===== config.mk =====
export PLATFORM = sky130hd
export DESIGN_NAME = spike_event_packer
export DESIGN_NICKNAME = d
export VERILOG_FILES = /design/src/rtl/spike_event_packer.sv
export SDC_FILE = /design/constraint.sdc
export NUM_CORES = 2
export LEC_CHECK = 0
export CORE_AREA = 2 2 280 558
export CTS_CLUSTER_DIAMETER = 50
export DETAILED_ROUTE_END_ITERATION = 10
export DIE_AREA = 0 0 282 560
export PLACE_DENSITY = 0.67
export SLEW_MARGIN = 20
export SYNTH_ARGS = -nofsm -noshare
export SYNTH_HDL_FRONTEND = slang
export SYNTH_HIERARCHICAL = 1
export SYNTH_SLANG_ARGS = --single-unit

===== constraint.sdc =====
create_clock -name clk -period 17.8 [get_ports clk]
set_clock_uncertainty 0.15 [all_clocks]
set_input_delay 2.67 -clock clk [delete_from_list [all_inputs] [get_ports clk]]
set_output_delay 2.67 -clock clk [all_outputs]
set_load 0.1 [all_outputs]

===== src/rtl/spike_event_packer.sv =====
// spike_event_packer
//  Turns the median detector's per-sample detection stream into spike events.
//  A per-channel refractory window keeps one spike from producing several
//  events; accepted events are packed as {time, channel, amplitude} and queued
//  in a FIFO behind a ready/valid master port. The input stream cannot be
//  stalled, so an accepted event that finds the FIFO full is dropped and counted.
//
//  Defaults below stand in for conf_pkg: 24 channels, 16-bit amplitude, 32-bit time.
//
//  Ports
//   clk, rst_n         clock, asynchronous active-low reset
//   s_axis_time        sample time stamp of the current beat
//   s_axis_tchannel    channel of the current beat
//   s_axis_tdata       sample amplitude
//   s_axis_tvalid      detection flag for this beat
//   s_axis_tlast       last channel of frame (not used for events)
//   m_axis_tdata       event {time, channel, amplitude}
//   m_axis_tvalid      FIFO head valid
//   m_axis_tready      sink ready
//   fifo_full          FIFO holds FIFO_DEPTH events
//   drop_count         saturating count of accepted events lost to a full FIFO

// One refractory table entry: the time of the channel's last accepted event
// and whether that time is meaningful yet.
module spike_refractory_entry #(
  parameter int TIME_WIDTH = 32
) (
  input  logic                  clk,
  input  logic                  rst_n,
  input  logic                  wr_en,
  input  logic [TIME_WIDTH-1:0] wr_time,
  output logic                  armed,
  output logic [TIME_WIDTH-1:0] last_time
);
  always_ff @(posedge clk or negedge rst_n) begin
    if (!rst_n) begin
      armed     <= 1'b0;
      last_time <= '0;
    end else if (wr_en) begin
      armed     <= 1'b1;
      last_time <= wr_time;
    end
  end
endmodule

module spike_event_packer #(
  parameter int CHANNEL_COUNT = 24,
  parameter int TIME_WIDTH    = 32,
  parameter int DATA_WIDTH    = 16,
  parameter int REFRACTORY    = 30,
  parameter int FIFO_DEPTH    = 16,
  localparam int CW = $clog2(CHANNEL_COUNT),
  localparam int EW = TIME_WIDTH + CW + DATA_WIDTH
) (
  input  logic                  clk,
  input  logic                  rst_n,
  input  logic [TIME_WIDTH-1:0] s_axis_time,
  input  logic [CW-1:0]         s_axis_tchannel,
  input  logic [DATA_WIDTH-1:0] s_axis_tdata,
  input  logic                  s_axis_tvalid,
  input  logic                  s_axis_tlast,
  output logic [EW-1:0]         m_axis_tdata,
  output logic                  m_axis_tvalid,
  input  logic                  m_axis_tready,
  output logic                  fifo_full,
  output logic [15:0]           drop_count
);
  localparam int AW = $clog2(FIFO_DEPTH);

  typedef struct packed {
    logic [TIME_WIDTH-1:0] t;
    logic [CW-1:0]         ch;
    logic [DATA_WIDTH-1:0] amp;
  } ev_t;

  logic unused_tlast;
  assign unused_tlast = s_axis_tlast;

  // Stage 1: register the beat. Out-of-range channels never become valid,
  // so they neither touch the table nor push.
  logic in_range;
  logic s1_vld;
  ev_t  s1;

  assign in_range = {1'b0, s_axis_tchannel} < (CW+1)'(CHANNEL_COUNT);

  always_ff @(posedge clk or negedge rst_n) begin
    if (!rst_n) begin
      s1_vld <= 1'b0;
      s1     <= '0;
    end else begin
      s1_vld <= s_axis_tvalid && in_range;
      s1     <= '{t: s_axis_time, ch: s_axis_tchannel, amp: s_axis_tdata};
    end
  end

  // Refractory table, one entry per channel
  logic [CHANNEL_COUNT-1:0]                 armed;
  logic [CHANNEL_COUNT-1:0][TIME_WIDTH-1:0] last_time;
  logic                                     accept;
  logic [TIME_WIDTH-1:0]                    dt;

  genvar gi;
  generate
    for (gi = 0; gi < CHANNEL_COUNT; gi++) begin : g_ref
      spike_refractory_entry #(.TIME_WIDTH(TIME_WIDTH)) u_entry (
        .clk       (clk),
        .rst_n     (rst_n),
        .wr_en     (accept && (s1.ch == CW'(gi))),
        .wr_time   (s1.t),
        .armed     (armed[gi]),
        .last_time (last_time[gi])
      );
    end
  endgenerate

  // Modular difference keeps the window correct across time-stamp wrap.
  assign dt     = s1.t - last_time[s1.ch];
  assign accept = s1_vld && (!armed[s1.ch] || (dt >= TIME_WIDTH'(REFRACTORY)));

  // Event FIFO. Valid/full are flops computed from the next occupancy, so the
  // head is visible one cycle after the push and never falls through.
  ev_t           mem [FIFO_DEPTH];
  logic [AW-1:0] wr_ptr, rd_ptr;
  logic [AW:0]   count, count_nxt;
  logic          tvalid_q, full_q;
  logic          pop, push, drop;

  assign pop  = tvalid_q && m_axis_tready;
  assign push = accept && (!full_q || pop);
  assign drop = accept && full_q && !pop;

  always_comb begin
    count_nxt = count;
    if (push && !pop)      count_nxt = count + (AW+1)'(1);
    else if (!push && pop) count_nxt = count - (AW+1)'(1);
  end

  always_ff @(posedge clk or negedge rst_n) begin
    if (!rst_n) begin
      wr_ptr     <= '0;
      rd_ptr     <= '0;
      count      <= '0;
      tvalid_q   <= 1'b0;
      full_q     <= 1'b0;
      drop_count <= '0;
    end else begin
      if (push) wr_ptr <= wr_ptr + AW'(1);
      if (pop)  rd_ptr <= rd_ptr + AW'(1);
      count    <= count_nxt;
      tvalid_q <= count_nxt != '0;
      full_q   <= count_nxt == (AW+1)'(FIFO_DEPTH);
      if (drop && drop_count != 16'hFFFF) drop_count <= drop_count + 16'd1;
    end
  end

  // Storage needs no reset; the head is masked while the FIFO is empty.
  always_ff @(posedge clk) begin
    if (push) mem[wr_ptr] <= s1;
  end

  assign m_axis_tdata  = tvalid_q ? mem[rd_ptr] : '0;
  assign m_axis_tvalid = tvalid_q;
  assign fifo_full     = full_q;
endmodule


=== Word-level counts from Yosys, hierarchy flattened ===
Memories as Yosys holds them, arrays and structs flattened.
Index checks and enable logic that the tools add are counted.

* Bits in registers: 877
* Bits in writable memories: 848
* Output and inout bits: 71
* Logic and storage cells: 143
* Memories kept: 1

* $add $sub $neg: 6
* Magnitude comparators: 3
* Equality and inequality tests: 25
* Multiplexer cells: 9
* Reduce and logical (&&, ||, !) cells: 41

{| class="wikitable"
|+ Memory list
! memory !! depth !! bits a word !! rd ports !! clocked after memory_dff !! write ports !! line !! RTL
|-
| mem || 16 || 53 || 1 || 0 || 1 || 123 || <nowiki>ev_t mem [FIFO_DEPTH];</nowiki>
|}

{| class="wikitable"
|+ Operators with widths
! cell !! count
|-
| $bmux 32 s5 || 1
|-
| $mux 53 || 1
|-
| $eq 5x5->1 const B || 9
|-
| $eq 5x4->1 const B || 8
|-
| $logic_and 1x1->1 || 33
|-
| $ge 32x5->1 const B || 1
|-
| $mux 32 || 1
|-
| $sub 32x32->32 || 1
|-
| $eq 5x3->1 const B || 4
|-
| $add 16x1->16 const B || 1
|-
| $ne 16x16->1 const B || 1
|-
| $eq 5x2->1 const B || 2
|-
| $mux 5 || 2
|-
| $add 4x1->4 const B || 2
|-
| $lt 5x6->1 const B || 1
|-
| $add 5x1->5 const B || 1
|-
| $bmux 1 s5 || 1
|-
| $eq 5x1->1 const B || 1
|-
| $logic_not 5->1 || 1
|-
| $lt 5x5->1 const B || 1
|-
| $reduce_bool 5->1 || 1
|-
| $sub 5x1->5 const B || 1
|-
| $logic_not 1->1 || 4
|-
| $mux 1 || 3
|-
| $logic_or 1x1->1 || 2
|}

=== Logic depth before layout (Yosys ltp) ===
* Depth in word-level cells: 12
* Gate-level depth with buffers: 25
* Gate-level depth less buffers: 19

=== Modules after synthesis ===
The synthesis kept the hierarchy.

{| class="wikitable"
|+ Modules (own cells, without submodules)
! module !! times used !! cells an instance !! area each (um2) !! sequential area each (um2)
|-
| spike_event_packer || 1 || 2160 || 43356.6 || 27591.5
|-
| spike_refractory_entry || 24 || 70 || 1372.6 || 825.8
|}

=== Worst setup path before layout ===
OpenSTA, ideal clock, no wires.

* Kind: flip-flop to flip-flop
* From: reg s1[16] (netlist bit)
* To: mem mem[11][0] (netlist bit) (enable)
* Library setup time: 0.595 ns
* Data arrival time: 11.011 ns
* Path slack: 6.044 ns
* Cell stages (with the launch flop): 22
* Clock period less this slack: 11.756 ns
* Cell sequence: dfrtp_1 > clkbuf_1 > clkbuf_1 > buf_1 > buf_1 > buf_1 > mux4_2 > mux2_2 > a22oi_1 > ha_1 > clkbuf_1 > a21oi_1 > o21ai_0 > or3_1 > or3_1 > and3_1 > o22ai_1 > nand4bb_1 > or4_4 > nand3_1 > clkbuf_1 > nor4_1

* Longest elaborated chain between the ends: 9

{| class="wikitable"
|+ RTL lines
! what !! line !! RTL
|-
| start: declaration || 83 || <nowiki>ev_t s1;</nowiki>
|-
| start signal: assignment || 93 || <nowiki>s1 <= '{t: s_axis_time, ch: s_axis_tchannel, amp: s_axis_tdata};</nowiki>
|-
| $bmux 32 s5 || 118 || <nowiki>assign dt = s1.t - last_time[s1.ch];</nowiki>
|-
| $mux 32 (implied by the code) || 118 ||
|-
| $sub 32x32->32 || 118 ||
|-
| $ge 32x5->1 || 119 || <nowiki>assign accept = s1_vld && (!armed[s1.ch] || (dt >= TIME_WIDTH'(REFRACTORY)));</nowiki>
|-
| $logic_or 1x1->1 * || 119 ||
|-
| $logic_and 1x1->1 * || 119 ||
|-
| $logic_and 1x1->1 * || 130 || <nowiki>assign push = accept && (!full_q || pop);</nowiki>
|-
| $mux 1 * || 159 || <nowiki>if (push) mem[wr_ptr] <= s1;</nowiki>
|-
| $mux 1 (implied by the code) * || 159 ||
|-
| end: declaration || 123 ||
|}

Mark *: on every way between the ends. The rest lies on a longest branch, timed or not. The select of a mux whose other input is x is not followed.

=== Final worst setup path ===
* From: reg s1[16] (netlist bit)
* To: reg g_ref[3].u_entry.last_time[31]

* Longest elaborated chain between the ends: 7

{| class="wikitable"
|+ RTL lines
! what !! line !! RTL
|-
| $bmux 32 s5 || 118 ||
|-
| $mux 32 (implied by the code) || 118 ||
|-
| $sub 32x32->32 || 118 ||
|-
| $ge 32x5->1 || 119 ||
|-
| $logic_or 1x1->1 || 119 ||
|-
| $logic_and 1x1->1 || 119 ||
|-
| $logic_and 1x1->1 * || 109 || <nowiki>.wr_en (accept && (s1.ch == CW'(gi))),</nowiki>
|-
| end signal: assignment || 41 || <nowiki>last_time <= wr_time;</nowiki>
|-
| end: declaration || 33 || <nowiki>output logic [TIME_WIDTH-1:0] last_time</nowiki>
|}

Marked as above.
A chain may end at the register's enable or synchronous reset.

==> flow_summary.json <==
{
  "root_buffer": "clkbuf_16",
  "cts_hold_buf": 0,
  "worstSetupPathType": "flop to flop",
  "yosys-top-cells-area": "edfxtp_1 33%, dfrtp_1 29%, mux4_2 15%",
  "worstMarginPinSlew_ns": 1.331,
  "numCtsBuffers": 156,
  "die_width_um": 282,
  "hp-start": "g_ref[20].u_entry/armed",
  "grt_usage": 0.2323,
  "drive_gt1_frac": 0.4115,
  "synth_common_cells": "877 x dfrtp_1, 848 x edfxtp_1, 696 x mux2_4",
  "synthToLayoutAreaGrowth_pct": 10.35,
  "fp-row-count": 204,
  "maxCapViolCount": 0,
  "synth_cells": 3840,
  "antenna_found_initial": 3,
  "cp-end-kind": "flop",
  "drc_errors": 0,
  "drv_slew": 0,
  "fmaxAchievable_mhz": 104.0,
  "ys_ff_latch": 1725,
  "hold_end": "g_ref[20].u_entry/armed",
  "fin_setup_tns_ns": 0,
  "layout_min_cycle_time_ns": 9.614,
  "fin_hold_ws_ns": 0.3098,
  "initial_utilization": 0.4957,
  "drt_iter0_markers": 3453,
  "wl_um": 179400,
  "die_y_um": 560,
  "holdPathStages": 1,
  "cts_tree": "yes",
  "wl_per_cell_um": 29.03,
  "grt_setup_unrepaired": "no",
  "io_pins": 129,
  "dp_hpwl_um": 95910,
  "startpoint_type": "flop",
  "synthDistinctLibCells": 76,
  "ys_warn_count": 6,
  "grt_overflow": 0,
  "synth.most_common_cell": "dfrtp_1",
  "synth.largest_area_cell": "edfxtp_1",
  "netlist.area_leader.share": 0.3337,
  "grt_max_degree": 182,
  "dr.pass1.iters": 5,
  "post-route-period-util": 0.5401,
  "r2r_setup_slack_ns": 8.19,
  "place.gp.congestion": 0.8911,
  "required_ns": 18.31,
  "cpPeakStageDelay_ns": 0.97,
  "slew_headroom": 0.1128,
  "dpl.cell_count": 5890,
  "yosysSeqAreaShare": 0.6214,
  "syn-num-nets": 3939,
  "crit_slowest_cell": "nor2_4",
  "route.detailed.vias_per_inst": 6.011,
  "grt_pass1_wl_um": 269600,
  "htree_levels": 4,
  "die-area_um2": 157900,
  "cts.reportedPaths.clkPinSlew_ns": 0.06,
  "r2r-start": "s1[16]",
  "cp_cell_sequence": "buf_4 > buf_12 > mux4_2 > mux4_2 > nand2_1 > o21ai_0 > ha_1 > fa_1 > nor2b_1 > o31a_1 > o21bai_2 > o21ai_0 > a31oi_1 > and3b_1 > o2111ai_1 > or4_4 > nand2_4 > nor2_1 > nand2_1 > nor2_4 > buf_4 > mux2_2",
  "hold_viol_final": 0,
  "clock_latency_ns": 0.78,
  "final-setup-viol-count": 0,
  "r2r_cells": 22,
  "vias": 37133,
  "hold_class": "flop to flop",
  "clock-sinks": 1725,
  "power-per-cell-area_nw_per_um2": 144.6,
  "vdd_drop_max_mv": 0.1634,
  "cts_setup_buffers": 0,
  "cts_resized": 0,
  "rr_endpoint": "g_ref[3].u_entry/last_time[31]",
  "ys.flop_type": "dfrtp_1",
  "grt_pass1_vias": 40327,
  "synth_edf_count": 848,
  "core_um2": 153900,
  "outcome": "finished clean",
  "synth_area_um2": 76300,
  "avgSynthCellArea_um2": 19.87,
  "drtAntennaViolNets": 0,
  "worstPathArrival_ns": 10.12,
  "finalNonFillerCells": 6178,
  "async_flop_share": 0.5084,
  "io_buffers": 127,
  "leakagePower_nw": 32.33,
  "cp_max_fo": 88,
  "cts_max_path_buffers": 3,
  "fin_nets": 4090
}
[worst max-delay path, delay by kind of cell, from the launching register on]
family	cells	cell delay [ns]
flip-flops	1	0.89
AND/OR/NAND/NOR	8	2.40
multiplexers	3	1.51
adder cells (fa/ha/maj)	2	0.71
AO/OA/AOI/OAI	6	1.48
buffers and inverters	3	1.93
[logic make-up after synthesis]
| family | synth area share |
|---|---|
| buffers and inverters | 0.03085 |
| XOR/XNOR | 0.004362 |
| multiplexers | 0.3000 |
| adder cells (fa/ha/maj) | 0.006822 |
| AND/OR/NAND/NOR | 0.02130 |
| flip-flops | 0.6214 |
| AO/OA/AOI/OAI | 0.01528 |
[metal layers]
metal  global-route usage  wire, um
met1               0.3280     76460
met2               0.3719     88120
met3              0.03803      9717
met4              0.07101      5075
met5                    0         0
[state kept, by name, summed over array words and instances (netlist names)]
register                 cells
s1                          53
m_axis_tvalid                1
count                        5
mem                        848
g_ref.u_entry/armed         24
rd_ptr                       4
fifo_full                    1
wr_ptr                       4
drop_count                  16
s1_vld                       1
g_ref.u_entry/last_time    768
[how the worst max path moves through the flow]
stage	to	start	depth (start not counted)
finish	g_ref[3].u_entry/last_time[31]	s1[16]	22
global placement	g_ref[3].u_entry/last_time[31]	s1[16]	20
floorplan	mem[11][0]	s1[16]	21
CTS	g_ref[23].u_entry/last_time[0]	s1[16]	20
detailed placement	g_ref[23].u_entry/last_time[31]	s1[16]	20
global route	mem[14][8]	s1[16]	18
[layout by cell type, fill, tap and decap left out, types with 16 or more instances in the layout]
master	netlist	routed
a21oi_1	34	34
a22oi_1	29	29
and2_1	67	55
buf_4	1	95
clkbuf_1	103	40
clkbuf_16	0	161
clkdlybuf4s50_1	0	126
clkinv_1	1	18
clkinv_2	0	25
dfrtp_1	877	868
edfxtp_1	848	848
ha_1	40	40
inv_1	23	23
mux2_2	104	104
mux2_4	696	696
mux4_2	495	495
nand2_1	49	49
nand4_1	16	16
nor2_1	55	30
nor2_4	0	25
nor3_1	26	26
o21ai_0	27	27
or2_1	24	24
xnor2_1	19	19
xor2_1	19	19
[where the power goes]
group	switching, W	internal [W]
clock	0.00148	0.00192
combinational	0.00216	0.00162
sequential	0.000310	0.00468
total	0.00395	0.00822
[area by class of cell]
class | count | area (um2)
multi-input combinational | 1851 | 26780
timing repair buffer | 233 | 2206
sequential | 1725 | 47440
inverter | 24 | 90.09
fill | 11660 | 69720
tap | 2060 | 2577
clock buffer | 216 | 4385
clock inverter | 68 | 716.9
antenna | 1 | 2.502
[per-stage QoR]
| step | util | instance area, um2 | power, W | worst slack, ns |
|---|---|---|---|---|
| 6_report | 0.5470 | 84200 | 0.01217 | 8.186 |
| 5_1_grt | 0.5470 | 84200 | 0.01264 | 7.620 |
| 3_5_place_dp | 0.5133 | 79000 | 0.008855 | 8.246 |
| 4_1_cts | 0.5464 | 84100 | 0.01227 | 8.207 |
| 2_1_floorplan | - | 76300 | 0.007890 | 6.044 |
| 3_3_place_gp | 0.5133 | 79000 | 0.008788 | 8.224 |
No activity file was read; power rests on OpenSTA's default activity.
